===== src/rtl/fifo_ext_pkg.sv =====
// rtl/fifo_ext_pkg.sv - shared mode constants, output-stage state type and helpers for fifo_ext
package fifo_ext_pkg;

    localparam int FIFO_MODE_STD  = 0;
    localparam int FIFO_MODE_FWFT = 1;

    // Output register occupancy, only meaningful in first-word-fall-through mode
    typedef enum logic {
        OUT_EMPTY = 1'b0,
        OUT_VALID = 1'b1
    } out_state_t;

    // Index width for a 0..depth-1 counter; at least one bit
    function automatic int ptr_width(input int depth);
        return (depth > 2) ? $clog2(depth) : 1;
    endfunction

endpackage


===== src/rtl/fifo_ptr.sv =====
// rtl/fifo_ptr.sv - wrapping index counter 0..DEPTH-1 for fifo read/write pointers
module fifo_ptr
    import fifo_ext_pkg::*;
#(
    parameter int DEPTH = 32,
    parameter int PTR_W = ptr_width(DEPTH)
) (
    input  logic             clk,
    input  logic             rst,
    input  logic             inc,
    output logic [PTR_W-1:0] idx
);

    localparam logic [PTR_W-1:0] LAST = PTR_W'(DEPTH - 1);

    // Advance on inc; wrap by explicit compare so non-power-of-two depths work
    always_ff @(posedge clk) begin
        if (!rst) begin
            idx <= '0;
        end else if (inc) begin
            idx <= (idx == LAST) ? '0 : idx + PTR_W'(1);
        end
    end

endmodule


===== src/rtl/fifo_ext.sv =====
// rtl/fifo_ext.sv - parametrised synchronous FIFO with FWFT option, occupancy and sticky error flags
module fifo_ext
    import fifo_ext_pkg::*;
#(
    parameter int WIDTH     = 8,
    parameter int DEPTH     = 32,
    parameter int FWFT      = 0,
    parameter int AF_THRESH = DEPTH - 2,
    parameter int AE_THRESH = 2,
    parameter int CNT_WIDTH = $clog2(DEPTH + 1)
) (
    input  logic                 clk,
    input  logic                 rst,
    input  logic                 wr_en,
    input  logic [WIDTH-1:0]     din,
    output logic                 full,
    output logic                 almost_full,
    input  logic                 rd_en,
    output logic [WIDTH-1:0]     dout,
    output logic                 empty,
    output logic                 almost_empty,
    output logic [CNT_WIDTH-1:0] count,
    output logic                 overflow,
    output logic                 underflow
);

    localparam int PTR_W = ptr_width(DEPTH);
    localparam logic [CNT_WIDTH-1:0] DEPTH_C = CNT_WIDTH'(DEPTH);
    localparam logic [CNT_WIDTH-1:0] AF_C    = CNT_WIDTH'(AF_THRESH);
    localparam logic [CNT_WIDTH-1:0] AE_C    = CNT_WIDTH'(AE_THRESH);

    logic [WIDTH-1:0] mem [DEPTH];
    logic [PTR_W-1:0] wr_ptr;
    logic [PTR_W-1:0] rd_ptr;

    out_state_t state;
    out_state_t state_nxt;

    logic wr_ok;
    logic rd_ok;
    logic mem_we;
    logic rd_inc;
    logic load_mem;
    logic load_din;
    logic stor_empty;
    logic [CNT_WIDTH-1:0] held;

    // Flags depend only on the registered count
    assign full         = (count == DEPTH_C);
    assign empty        = (count == '0);
    assign almost_full  = (count >= AF_C);
    assign almost_empty = (count <= AE_C);

    assign wr_ok = wr_en && !full;
    assign rd_ok = rd_en && !empty;

    // In FWFT mode the output register holds one of the counted words
    assign held       = (state == OUT_VALID) ? CNT_WIDTH'(1) : '0;
    assign stor_empty = (count == held);

    fifo_ptr #(.DEPTH(DEPTH), .PTR_W(PTR_W)) u_wr_ptr (
        .clk (clk),
        .rst (rst),
        .inc (mem_we),
        .idx (wr_ptr)
    );

    fifo_ptr #(.DEPTH(DEPTH), .PTR_W(PTR_W)) u_rd_ptr (
        .clk (clk),
        .rst (rst),
        .inc (rd_inc),
        .idx (rd_ptr)
    );

    // Output-stage state register (stays OUT_EMPTY in standard mode)
    always_ff @(posedge clk) begin
        if (!rst) begin
            state <= OUT_EMPTY;
        end else begin
            state <= state_nxt;
        end
    end

    // Decide where accepted words go and what loads the output register
    always_comb begin
        state_nxt = state;
        mem_we    = 1'b0;
        rd_inc    = 1'b0;
        load_mem  = 1'b0;
        load_din  = 1'b0;
        if (FWFT == FIFO_MODE_FWFT) begin
            case (state)
                OUT_EMPTY: begin
                    if (wr_ok) begin
                        load_din  = 1'b1;
                        state_nxt = OUT_VALID;
                    end
                end
                OUT_VALID: begin
                    if (rd_ok) begin
                        if (!stor_empty) begin
                            load_mem = 1'b1;
                            rd_inc   = 1'b1;
                            mem_we   = wr_ok;
                        end else if (wr_ok) begin
                            load_din = 1'b1;
                        end else begin
                            state_nxt = OUT_EMPTY;
                        end
                    end else begin
                        mem_we = wr_ok;
                    end
                end
                default: state_nxt = OUT_EMPTY;
            endcase
        end else begin
            state_nxt = OUT_EMPTY;
            mem_we    = wr_ok;
            rd_inc    = rd_ok;
            load_mem  = rd_ok;
        end
    end

    // Storage array write port; contents are not reset
    always_ff @(posedge clk) begin
        if (mem_we) begin
            mem[wr_ptr] <= din;
        end
    end

    // Output register: head word from storage or bypassed write data
    always_ff @(posedge clk) begin
        if (!rst) begin
            dout <= '0;
        end else if (load_din) begin
            dout <= din;
        end else if (load_mem) begin
            dout <= mem[rd_ptr];
        end
    end

    // Occupancy: net change of accepted writes and reads
    always_ff @(posedge clk) begin
        if (!rst) begin
            count <= '0;
        end else begin
            case ({wr_ok, rd_ok})
                2'b10:   count <= count + CNT_WIDTH'(1);
                2'b01:   count <= count - CNT_WIDTH'(1);
                default: count <= count;
            endcase
        end
    end

    // Sticky error flags, cleared only by reset
    always_ff @(posedge clk) begin
        if (!rst) begin
            overflow  <= 1'b0;
            underflow <= 1'b0;
        end else begin
            if (wr_en && full) begin
                overflow <= 1'b1;
            end
            if (rd_en && empty) begin
                underflow <= 1'b1;
            end
        end
    end

endmodule


===== config.mk =====
export PLATFORM = sky130hd
export DESIGN_NAME = fifo_ext
export DESIGN_NICKNAME = d
export VERILOG_FILES = /design/src/rtl/fifo_ext_pkg.sv /design/src/rtl/fifo_ptr.sv /design/src/rtl/fifo_ext.sv
export SDC_FILE = /design/constraint.sdc
export NUM_CORES = 1
export LEC_CHECK = 0
export BUFFER_PORTS_ARGS = -buffer_cell sky130_fd_sc_hd__buf_2
export CAP_MARGIN = 20
export CORE_ASPECT_RATIO = 0.5
export CORE_MARGIN = 2
export CORE_UTILIZATION = 50
export CTS_BUF_LIST = sky130_fd_sc_hd__clkbuf_8
export CTS_CLUSTER_DIAMETER = 100
export DETAILED_ROUTE_END_ITERATION = 8
export GPL_ROUTABILITY_DRIVEN = 0
export HOLD_SLACK_MARGIN = 0.06
export PLACE_DENSITY = 0.66
export SLEW_MARGIN = 0
export SYNTH_ARGS = -nofsm -noshare
export SYNTH_HDL_FRONTEND = slang
export SYNTH_SLANG_ARGS = --single-unit

===== constraint.sdc =====
create_clock -name clk -period 3.4 [get_ports clk]
set_clock_uncertainty 0.1 [all_clocks]
set_input_delay 0.17 -clock clk [delete_from_list [all_inputs] [get_ports clk]]
set_output_delay 0.17 -clock clk [all_outputs]
set_load 0.01 [all_outputs]

==> flow_summary.json <==
{
  "core_sq_um": 22690,
  "clk_pin_slew_ps": 70,
  "startpoint": "count[4]",
  "worst_slack_ps": 258.8,
  "finalMaxSlewViolations": 0,
  "final_common_cell": "edfxtp_1",
  "dpl.hpwl_um": 15310,
  "die_w_um": 218.6,
  "syn_nets": 664,
  "synth_edf_count": 256,
  "crit_type": "flip-flop to flip-flop",
  "power_switching_mw": 2.496,
  "path_cells": "or4_4 -> nor3b_2 -> nor2b_1 -> clkinv_4 -> ha_1 -> buf_4 -> xor2_1 -> ha_1 -> a21oi_1 -> xor2_1 -> or3_1 -> a21oi_1",
  "drive_above_1_share_pct": 25.00,
  "design_power_total_mw": 8.599,
  "grt_pass1_vias": 6253,
  "cts.htree.levels": 2,
  "hold_path_startpoint": "din[2]",
  "dp_worst_setup_slack_ps": 284.8,
  "ant_nets": 0,
  "cts_inserted_buffers": 41,
  "io_buffers": 31,
  "synth_area_sq_um": 11510,
  "clock_latency_ps": 530,
  "antenna_found_initial": 0,
  "worstMarginPinSlew_ps": 884.5,
  "synth_area_per_cell_sq_um": 17.93,
  "cts_buffer_depth": 3,
  "switching_share_pct": 29.03,
  "comb_power_share_pct": 22.5,
  "synth.distinct_cells": 56,
  "status": "completed",
  "cts_sinks": 282,
  "pwr-share-seq_pct": 48.3,
  "syn2layout_area_growth_pct": 12.37,
  "start_kind": "flip-flop",
  "drt_pass1_iterations": 5,
  "grt_pass1_wl_um": 37630,
  "leakage_nw": 4.292,
  "worstPathBufferInverterCount": 2,
  "n_antenna_cell": 0,
  "hold_viol": 0,
  "syn_inst": 642,
  "core.rowCount": 39,
  "rsz0062_at_grt": "false",
  "remaining_drc_errors": 0,
  "die-area_sq_um": 24320,
  "period_share_pct": 92.39,
  "die-height_um": 111.3,
  "final_cell_mix": "256 x edfxtp_1, 52 x nor2_1, 49 x buf_4",
  "power_frac_clock_pct": 29.1,
  "postCtsSetupBuffers": 0,
  "fmax_mhz": 318.3,
  "io_pins": 32,
  "path_max_fanout": 12,
  "ys.flop_type": "edfxtp_1",
  "crit_family": "simple AND/OR/NAND/NOR gates",
  "min_path_type": "primary input to flip-flop",
  "post_drt_wl_per_cell_um": 23.23,
  "cp_slowest_stage_delay_ps": 480,
  "crit_arrival_ps": 3500,
  "grt_max_degree": 47,
  "required_ps": 3760,
  "fin_nets": 751,
  "synth-async-reset-ratio_pct": 0,
  "ir_worst_vdd_mv": 0.3144,
  "track_usage_pct": 21.03,
  "start_util_pct": 50.73,
  "ys_seq_area_share_pct": 71.31,
  "r2r_start": "count[4]",
  "setup_viol": 0,
  "drt-total-wl_um": 24790,
  "power_density_nw_per_um2": 664.9,
  "finalSetupTns_ps": 0,
  "overflow": 0,
  "slew_headroom_pct": 41.03,
  "max_cap_viol_count": 0,
  "period_minus_slack_ps": 3141,
  "ys_warn_count": 0,
  "vias_per_cell": 5.880,
  "cts_root_buffer": "clkbuf_8",
  "dr_total_vias": 6274,
  "first_iter_violations": 701,
  "synth-seq-cells": 282,
  "final_core_util_pct": 57.00,
  "tritoncts": "built",
  "crit_slowest_cell": "dfxtp_1",
  "endpoint_kind": "flip-flop",
  "internal_power_mw": 6.103
}
registers in the layout (all words and copies together), names as in the netlist:
signal and count:
underflow 1, u_rd_ptr.idx 5, overflow 1, count 6
mem 256, u_wr_ptr.idx 5, dout 8
cell type report:
| cell class | count | area, sq um |
|---|---|---|
| fill | 1746 | 9757 |
| sequential | 282 | 8213 |
| multi-input combinational | 314 | 3004 |
| clock buffer | 43 | 591.8 |
| timing repair buffer | 83 | 553.0 |
| tap | 307 | 384.1 |
| clock inverter | 31 | 156.4 |
| inverter | 7 | 31.28 |
cells in the mapped netlist, drive strengths merged, types with 2 or more instances:
master | n | area share [%]
edfxtp | 256 | 67
mux4 | 53 | 11
nor2 | 52 | 1.7
mux2i | 39 | 3.4
a21oi | 32 | 1.4
dfxtp | 26 | 4.5
buf | 24 | 1.8
o21ai | 21 | 0.91
nand2 | 17 | 0.55
clkbuf | 15 | 0.49
ha | 10 | 1.1
a221oi | 8 | 0.66
a221o | 7 | 0.61
nor3b | 7 | 0.50
inv | 6 | 0.20
nand3 | 6 | 0.26
nor3 | 6 | 0.36
mux2 | 5 | 0.49
nand3b | 5 | 0.33
nor2b | 5 | 0.27
xor2 | 5 | 0.38
a22oi | 3 | 0.24
and3 | 3 | 0.16
nand2b | 3 | 0.16
nor4b | 3 | 0.23
or3 | 3 | 0.16
or3b | 3 | 0.23
or4 | 3 | 0.23
o211ai | 2 | 0.13
worst paths after layout:
| path | endpoint | slack, ps | cells after the start |
|---|---|---|---|
| worst min-delay path | mem[17][2] | 80 | 1 |
| worst max-delay path | count[2] | 260 | 12 |
| worst min register to register | underflow | 380 | 2 |
| worst max register to register | count[2] | 260 | 12 |
per-layer routing:
metal	GRT usage (%)	vias to the layer above	wire, um
met3	4.005	50	1916
met5	0	-	0
met4	5.397	0	518
met1	31.87	3214	11000
met2	31.52	257	11360
li1	-	2753	-
timing repair:
item                                   4_1_cts  5_1_grt
gates resized for setup                      0        0
hold buffers                                 3        0
endpoints found under the hold margin       11        0
stage by stage:
step	hold slack [ps]	area [sq um]	std cells
floorplan	168.9	11510	642
CTS	80.48	12930	1067
global placement	318.9	12160	990
finish	84.95	12930	1067
global route	106.9	12930	1067
detailed placement	322.2	12160	990
power groups by stage:
stage	Clock, mW	Combinational [mW]	Sequential [mW]
after floorplan	0	1.55	4.08
after global placement	0	1.93	4.23
after detailed placement	0	1.94	4.23
after CTS	2.55	1.95	4.16
after global routing	2.71	2.10	4.18
final	2.51	1.94	4.16
logic make-up (layout without fill, tap and decap cells):
group | count (synthesis) | count (layout) | share of synthesized area, %
flip-flops | 282 | 282 | 71.31
AND/OR/NAND/NOR | 120 | 120 | 5.403
multiplexers | 97 | 97 | 14.64
AO/OA/AOI/OAI | 81 | 81 | 4.511
buffers and inverters | 46 | 164 | 2.587
adder cells (fa/ha/maj) | 10 | 10 | 1.087
XOR/XNOR | 6 | 6 | 0.4566
Power figures use the tool's default switching activity.
